$ cat src/rtl/mul_issue_ctrl_if.sv
// Request, multiplier and result-broadcast signals of the shared multiply issue controller.
// master = reservation stations, external multiplier and CDB; slave = the controller.
interface mul_issue_ctrl_if #(
  parameter int NREQ  = 4,
  parameter int TAG_W = 4
);
  logic [NREQ-1:0]       req;
  logic [NREQ*32-1:0]    req_a;
  logic [NREQ*32-1:0]    req_b;
  logic [NREQ*TAG_W-1:0] req_tag;
  logic [NREQ-1:0]       grant;
  logic [31:0]           mul_a;
  logic [31:0]           mul_b;
  logic [63:0]           mul_p;
  logic                  cdb_valid;
  logic                  cdb_ready;
  logic [TAG_W-1:0]      cdb_tag;
  logic [63:0]           cdb_data;
  logic                  busy;

  modport master (
    output req, req_a, req_b, req_tag, mul_p, cdb_ready,
    input  grant, mul_a, mul_b, cdb_valid, cdb_tag, cdb_data, busy
  );

  modport slave (
    input  req, req_a, req_b, req_tag, mul_p, cdb_ready,
    output grant, mul_a, mul_b, cdb_valid, cdb_tag, cdb_data, busy
  );
endinterface

$ cat src/rtl/mul_issue_ctrl.sv
// Round-robin issue of one multiply at a time onto a shared combinational multiplier,
// LAT-cycle multicycle hold, product broadcast on the CDB with valid/ready; next op may issue on the handshake.
module mul_issue_ctrl #(
  parameter int NREQ  = 4,
  parameter int TAG_W = 4,
  parameter int LAT   = 3
) (
  input  logic             clk,
  input  logic             rst,
  mul_issue_ctrl_if.slave  bus_if
);

  localparam int PTR_W = (NREQ > 1) ? $clog2(NREQ) : 1;
  localparam int CNT_W = (LAT > 1) ? $clog2(LAT) : 1;

  typedef enum logic [1:0] {
    IDLE    = 2'd0,
    COMPUTE = 2'd1,
    DONE    = 2'd2
  } state_t;

  state_t             state_q, state_d;
  logic [PTR_W-1:0]   ptr_q, ptr_d;
  logic [CNT_W-1:0]   cnt_q, cnt_d;
  logic [31:0]        a_q, a_d;
  logic [31:0]        b_q, b_d;
  logic [TAG_W-1:0]   tag_q, tag_d;
  logic [63:0]        data_q, data_d;

  logic               win_vld;
  logic [PTR_W-1:0]   win_idx;
  int                 scan;
  logic               issue;

  // Scan ptr, ptr+1, ... with wrap; first requesting station wins.
  always_comb begin
    win_vld = 1'b0;
    win_idx = '0;
    scan    = 0;
    for (int i = 0; i < NREQ; i++) begin
      scan = int'(ptr_q) + i;
      if (scan >= NREQ) begin
        scan = scan - NREQ;
      end
      if (!win_vld && bus_if.req[scan]) begin
        win_vld = 1'b1;
        win_idx = PTR_W'(scan);
      end
    end
  end

  always_comb begin
    state_d = state_q;
    ptr_d   = ptr_q;
    cnt_d   = cnt_q;
    a_d     = a_q;
    b_d     = b_q;
    tag_d   = tag_q;
    data_d  = data_q;
    issue   = 1'b0;

    case (state_q)
      IDLE: begin
        issue = win_vld;
      end
      COMPUTE: begin
        if (cnt_q != '0) begin
          cnt_d = cnt_q - CNT_W'(1);
        end else begin
          data_d  = bus_if.mul_p;
          state_d = DONE;
        end
      end
      DONE: begin
        if (bus_if.cdb_ready) begin
          state_d = IDLE;
          issue   = win_vld;
        end
      end
      default: begin
        state_d = IDLE;
      end
    endcase

    // Shared by IDLE and the back-to-back handshake in DONE.
    if (issue) begin
      a_d     = bus_if.req_a[int'(win_idx)*32 +: 32];
      b_d     = bus_if.req_b[int'(win_idx)*32 +: 32];
      tag_d   = bus_if.req_tag[int'(win_idx)*TAG_W +: TAG_W];
      cnt_d   = CNT_W'(LAT - 1);
      state_d = COMPUTE;
      ptr_d   = (win_idx == PTR_W'(NREQ - 1)) ? '0 : win_idx + PTR_W'(1);
    end
  end

  always_ff @(posedge clk or posedge rst) begin
    if (rst) begin
      state_q <= IDLE;
      ptr_q   <= '0;
      cnt_q   <= '0;
      a_q     <= '0;
      b_q     <= '0;
      tag_q   <= '0;
      data_q  <= '0;
    end else begin
      state_q <= state_d;
      ptr_q   <= ptr_d;
      cnt_q   <= cnt_d;
      a_q     <= a_d;
      b_q     <= b_d;
      tag_q   <= tag_d;
      data_q  <= data_d;
    end
  end

  assign bus_if.grant     = issue ? (NREQ'(1) << win_idx) : '0;
  assign bus_if.mul_a     = a_q;
  assign bus_if.mul_b     = b_q;
  assign bus_if.cdb_valid = (state_q == DONE);
  assign bus_if.cdb_tag   = tag_q;
  assign bus_if.cdb_data  = data_q;
  assign bus_if.busy      = (state_q != IDLE);

endmodule

$ cat src/flat_wrapper.sv
// flat-port wrapper written by rule: the top's interface ports become plain ports
module mul_issue_ctrl_flat 
#(
  parameter int NREQ  = 4,
  parameter int TAG_W = 4,
  parameter int LAT   = 3
)
  (clk, rst, bus_if_req, bus_if_req_a, bus_if_req_b, bus_if_req_tag, bus_if_mul_p, bus_if_cdb_ready, bus_if_grant, bus_if_mul_a, bus_if_mul_b, bus_if_cdb_valid, bus_if_cdb_tag, bus_if_cdb_data, bus_if_busy);
  mul_issue_ctrl_if #(.NREQ(NREQ), .TAG_W(TAG_W)) bus_if_i ();
  input  logic clk;
  input  logic rst;
  input wire logic [$bits(bus_if_i.req)-1:0] bus_if_req;
  input wire logic [$bits(bus_if_i.req_a)-1:0] bus_if_req_a;
  input wire logic [$bits(bus_if_i.req_b)-1:0] bus_if_req_b;
  input wire logic [$bits(bus_if_i.req_tag)-1:0] bus_if_req_tag;
  input wire logic [$bits(bus_if_i.mul_p)-1:0] bus_if_mul_p;
  input wire logic [$bits(bus_if_i.cdb_ready)-1:0] bus_if_cdb_ready;
  output wire logic [$bits(bus_if_i.grant)-1:0] bus_if_grant;
  output wire logic [$bits(bus_if_i.mul_a)-1:0] bus_if_mul_a;
  output wire logic [$bits(bus_if_i.mul_b)-1:0] bus_if_mul_b;
  output wire logic [$bits(bus_if_i.cdb_valid)-1:0] bus_if_cdb_valid;
  output wire logic [$bits(bus_if_i.cdb_tag)-1:0] bus_if_cdb_tag;
  output wire logic [$bits(bus_if_i.cdb_data)-1:0] bus_if_cdb_data;
  output wire logic [$bits(bus_if_i.busy)-1:0] bus_if_busy;
  assign bus_if_i.req = bus_if_req;
  assign bus_if_i.req_a = bus_if_req_a;
  assign bus_if_i.req_b = bus_if_req_b;
  assign bus_if_i.req_tag = bus_if_req_tag;
  assign bus_if_i.mul_p = bus_if_mul_p;
  assign bus_if_i.cdb_ready = bus_if_cdb_ready;
  assign bus_if_grant = bus_if_i.grant;
  assign bus_if_mul_a = bus_if_i.mul_a;
  assign bus_if_mul_b = bus_if_i.mul_b;
  assign bus_if_cdb_valid = bus_if_i.cdb_valid;
  assign bus_if_cdb_tag = bus_if_i.cdb_tag;
  assign bus_if_cdb_data = bus_if_i.cdb_data;
  assign bus_if_busy = bus_if_i.busy;
  mul_issue_ctrl #(.NREQ(NREQ), .TAG_W(TAG_W), .LAT(LAT)) u_core (.clk(clk), .rst(rst), .bus_if(bus_if_i));
endmodule
$ cat config.mk
export PLATFORM = sky130hd
export DESIGN_NAME = mul_issue_ctrl_flat
export DESIGN_NICKNAME = d
export VERILOG_FILES = /design/src/rtl/mul_issue_ctrl_if.sv /design/src/rtl/mul_issue_ctrl.sv /design/src/flat_wrapper.sv
export SDC_FILE = /design/constraint.sdc
export NUM_CORES = 1
export LEC_CHECK = 0
export ABC_AREA = 1
export BUFFER_PORTS_ARGS = -buffer_cell sky130_fd_sc_hd__buf_2
export CAP_MARGIN = 20
export CORE_AREA = 2 2 185 187
export DETAILED_ROUTE_END_ITERATION = 8
export DIE_AREA = 0 0 187 189
export REMOVE_ABC_BUFFERS = 1
export SLEW_MARGIN = 40
export SYNTH_ARGS = -nofsm -noshare
export SYNTH_HDL_FRONTEND = slang
export SYNTH_SLANG_ARGS = --single-unit
$ cat constraint.sdc
create_clock -name clk -period 4.45 [get_ports clk]
set_clock_uncertainty 0.05 [all_clocks]
set_input_delay 0.2225 -clock clk [delete_from_list [all_inputs] [get_ports clk]]
set_output_delay 0.2225 -clock clk [all_outputs]
set_load 0.02 [all_outputs]
Yosys cells after proc, flatten, opt, wreduce, memory -nomap -nowiden
Index checks and enable logic that the tools add are counted.
{ "op_classes": {"addsub": 9, "order_cmp": 8, "n_eq_ne": 6, "n_shift": 4, "mux": 35, "n_bitwise": 1, "reduce_logical": 14} }
{ "ops": {"columns": ["cell", "count"], "rows": [
  ["indexed part select 128 x 8 -> 32 bit", 2],
  ["< comparator 32 x 4 -> 1 bit (second input constant)", 4],
  ["2-to-1 mux 32 bit", 4],
  ["greater-or-equal comparator 32 x 4 -> 1 bit (second input constant)", 3],
  ["subtractor 32 x 4 -> 32 bit (second input constant)", 3],
  ["2-to-1 mux 2 bit", 11],
  ["indexed part select 16 x 5 -> 4 bit", 1],
  ["2-to-1 mux 1 bit", 13],
  ["binary-select mux 1 bit (select 2 bit)", 4],
  ["nonzero test 2 bit", 4],
  ["adder 2 x 2 -> 3 bit (second input constant)", 2],
  ["!= test 3 x 2 -> 1 bit (second input constant)", 2],
  ["case mux 2 bit (3 select lines)", 1],
  ["equality test 2 bit (second input constant)", 2],
  ["2-to-1 mux 4 bit", 1],
  ["AND reduction 2 bit", 2],
  ["left shift 1 x 2 -> 4 bit (first input constant)", 1],
  ["subtractor 2 x 3 -> 4 bit (second input constant)", 1],
  ["adder 2 x 1 -> 3 bit (second input constant)", 1],
  ["greater-or-equal comparator 2 x 3 -> 1 bit (second input constant)", 1],
  ["logical AND 1 bit", 3],
  ["zero test 1 bit", 3],
  ["AND reduction 3 bit", 1],
  ["adder 2 x 1 -> 2 bit (second input constant)", 1],
  ["6 further kinds", 6]
]} }
{ "word_totals": {"register_bits": 138, "input_bits": 343, "out_inout_bits": 138} }

Longest topological paths before layout
{ "depth": {"word_depth": 19, "ltp_mapped": 17, "ltp_nobuf": 15} }

Worst setup path after synthesis
OpenSTA, ideal clock, no wires.
{ "synth_path": {"kind": "register to output", "start": "register u_core.ptr_q[0]", "end": "output port bus_if_grant[2]", "t_arrival_ns": 1.917, "slack_ns": 2.261, "path_stages_with_launch": 15, "cell_sequence": "dfrtp_1 buf_4 nand2_1 nand2_1 nand2_1 nand2_1 nor2_4 nand3_1 nand3_1 nand2_2 inv_2 buf_2 ha_1 inv_1 nor2_1"} }
{ "synth_via": {"elab_chain_cells": 18, "word_cells_on_any_way": 45} }
{ "synth_lines": {"columns": ["element", "line", "rtl"], "rows": [
  ["start: declaration", "mul_issue_ctrl.sv:23", "logic [PTR_W-1:0] ptr_q, ptr_d;"],
  ["start signal: assignment", "mul_issue_ctrl.sv:107", "ptr_q <= ptr_d;"],
  ["parallel branches: the longest is 17 deep, another holds subtractor 32 x 4 -> 32 bit", null, null],
  ["2-to-1 mux 4 bit (*)", "mul_issue_ctrl.sv:116", "assign bus_if.grant = issue ? (NREQ'(1) << win_idx) : '0;"],
  ["end: declaration", "flat_wrapper.sv:18", "output wire logic [$bits(bus_if_i.grant)-1:0] bus_if_grant;"]
]} }
Every way passes the cells marked *. The select of a mux whose other input is x is not followed.

Worst setup path after layout
{ "layout_path": {"start": "register u_core.ptr_q[0]", "end": "output port bus_if_grant[1]"} }
Same word-level chain as after synthesis.

==> metrics.cfg <==
[worst_setup_path]
reg2reg_to=u_core.bus_if.mul_a[0]
r2r_cells=14
path_cells=inv_2 > nand2_1 > nand2_1 > nand2_1 > nand2_1 > nor2_4 > nand4_1 > nand2_2 > buf_4 > ha_1 > inv_1 > nor2_1 > buf_2
crit_arrival_ps=3400
max_stage_delay_ps=570
worst_setup_path_start_kind=flip-flop
cpMaxStageDelayCell=dfrtp_1
critPathMaxFanout=53
rrSetupSlack_ps=1400
path_common_cell=nand2_1
cp-end-kind=output port
r2r_start=u_core.ptr_q[0]
cp_data_required_time_ps=4180
crit_type=reg -> out

[cells_and_area]
drive_above_1_share_pct=34.25
layout.nets=2115
layout_commonest_cell=nand2_1
synthToLayoutAreaGrowth_pct=44.61
fin_util_pct=37.85
num_antenna_cells=0
fillers=3574
final_cell_mix=586 x nand2_1, 480 x buf_2, 212 x nand3_1

[clock_network]
clkSlewWorstSetupHoldPaths_ps=60
numCtsBuffers=17
clockRootBuffer=clkbuf_16
clock-sinks=138
clk-insertion-delay-late_ps=420
h-tree-depth=4
cts_setup_buffers=0
cts_tree=done
clockBufferDepth=2

[route]
drt-initial-drc-count=525
ant_nets=0
viasPerCell=4.387
post-route-drc-count=0
routed_wl_mm=31.77
vias=9766
first_pass_iters=5
wl_per_cell_um=14.27

[logic_synthesis]
yosys.area_share.simple_pct=38.94
synth_cells=1271
avgSynthCellArea_um2=6.854
yosys_register_bits=138
seq_area_frac_synth_pct=39.64
syn_area_um2=8711
ys_types=22
muxShareOfSynthArea_pct=8.273
synth-xor-area-share_pct=0
synth_fa_ha_area_share_pct=0.7182
synth-compound-area-share_pct=0.4022
synth_top_family_by_area=simple AND/OR/NAND/NOR gates
synth_warnings=0

[pwr]
power.density_nw_per_um2=921.4
p_sw_w=0.006226
seqPwrFrac_pct=19.7
p_comb_share_pct=68.4
swShare_pct=53.64
p_int_w=0.005382
power_w=0.01161
p_clk_share_pct=11.9
p_leak_nw=7.525
max-vdd-ir-drop_mv=0.5064

[global_route]
antenna_found_initial=2
gr-total-overflow=0
grt_pass1_wl_mm=49.26
grt_use_total_pct=17.49
grt_pass1_vias=9545
grt_max_degree=86

[min_path]
min_from=bus_if_mul_p[18]
holdPathStages=2
hold_class=in -> reg
hold_end=u_core.bus_if.cdb_data[18]

[place]
numPortBuffers=480
post-dp-hpwl_mm=23.12
gp_congestion=0.9078
dp_slack_ps=1268

[sta]
max_freq_mhz=272.4
post-route-period-util_pct=82.50
fin_crit_ps=3671
relSlewSlack_pct=55.47
setup_viol=0
fin_tns_setup_ps=0
worstMarginPinSlew_ps=668.0
layout_setup_ws_ps=778.7
rsz0062_at_grt=no
slew_violations=0
final-hold-violation-count=0

[floorplan]
core_area_um2=33280
die_width_um=187
io_pins=481
fp.dieH_um=189
initial_utilization_pct=26.17
die-area_um2=35340
rows=67

[outcome]
status=finished, final reports clean

[job]
max_cap_violations=0

metrics by stage:
stage | hold WS [ps] | area [um^2] | std cells
floorplan | 323.4 | 8253 | 1189
global placement | 336.4 | 11390 | 2132
detailed placement | 347.3 | 11390 | 2132
CTS | 4.784 | 12590 | 2226
global route | 10.37 | 12600 | 2226
finish | 35.95 | 12600 | 2226
final cells by class:
class                   count  area [um^2]  share of cell area [%]
clock inverters            10        93.84                  0.7449
flip-flops and latches    138         3453                   27.41
clock buffers              20        466.7                   3.705
inverters                 157        596.8                   4.738
repair buffers            559         3188                   25.31
multi-input cells         894         4238                   33.64
well taps                 448        560.5                   4.450
flip-flops by register name, summed over array words and instances (netlist names):
| signal | flops |
|---|---|
| u_core.bus_if.cdb_data | 64 |
| u_core.bus_if.mul_a | 32 |
| u_core.bus_if.mul_b | 32 |
| u_core.bus_if.cdb_tag | 4 |
| u_core.cnt_q | 2 |
| u_core.ptr_q | 2 |
| u_core.state_q | 2 |
per-layer routing:
| layer | GRT usage, % | share of wire [%] | vias up | wire, um |
|---|---|---|---|---|
| met5 | 0 | 0.066 | - | 21 |
| met4 | 5.891 | 2.5 | 4 | 803 |
| met3 | 4.337 | 6.5 | 56 | 2061 |
| met2 | 30.17 | 49 | 375 | 15660 |
| met1 | 21.31 | 42 | 4442 | 13220 |
| li1 | - | - | 4889 | - |
kinds of logic after synthesis:
group | after synthesis
buffers and inverters | 239
AO/OA/AOI/OAI | 7
multiplexers | 64
adder cells (fa/ha/maj) | 5
AND/OR/NAND/NOR | 818
flip-flops | 138
power groups by stage:
stage               clock, W  combinational, W  sequential [W]
floorplan                  0           0.00469         0.00300
global placement           0           0.00791         0.00227
detailed placement         0           0.00797         0.00229
CTS                  0.00143           0.00804         0.00228
global route         0.00147           0.00898         0.00237
finish               0.00138           0.00794         0.00229
critical path: cells and delay by family (launching register included):
kind	cells	cell delay (ps)
adder cells (fa/ha/maj)	1	270
buffers and inverters	4	940
flip-flops	1	570
AND/OR/NAND/NOR	8	1120
synth_stat cells:
cell type	n	area share, %
a21oi_1	1	0.057
nand3_2	3	0.34
nor2_1	5	0.22
nand2_1	587	25
nand4_1	1	0.072
buf_6	3	0.39
ha_1	5	0.72
inv_1	151	6.5
nand2_4	1	0.13
clkbuf_1	11	0.47
dfrtp_1	138	40
nand3_1	213	12
nand3b_1	1	0.086
mux2_2	64	8.3
o21ai_0	4	0.23
buf_2	51	2.9
or2_2	1	0.072
buf_4	17	1.5
o21ai_1	2	0.11
nor2_4	1	0.13
nand2_2	5	0.36
inv_2	6	0.26
what timing repair did:
| action | CTS | global route |
|---|---|---|
| hold buffers | 64 | 0 |
| resized for setup | 0 | 0 |
| endpoints found under the hold margin | 136 | 0 |
worst max-delay path by stage:
stage,endpoint,start,slack [ps],cells past startpoint
after CTS,bus_if_grant[0],u_core.ptr_q[0],770,13
after global routing,bus_if_grant[1],u_core.ptr_q[0],400,13
after floorplan,bus_if_grant[0],u_core.ptr_q[0],-860,11
final,bus_if_grant[1],u_core.ptr_q[0],780,13
after detailed placement,bus_if_grant[0],u_core.ptr_q[0],1270,13
after global placement,bus_if_grant[1],u_core.ptr_q[0],1290,13
Power figures use the tool's default switching activity.
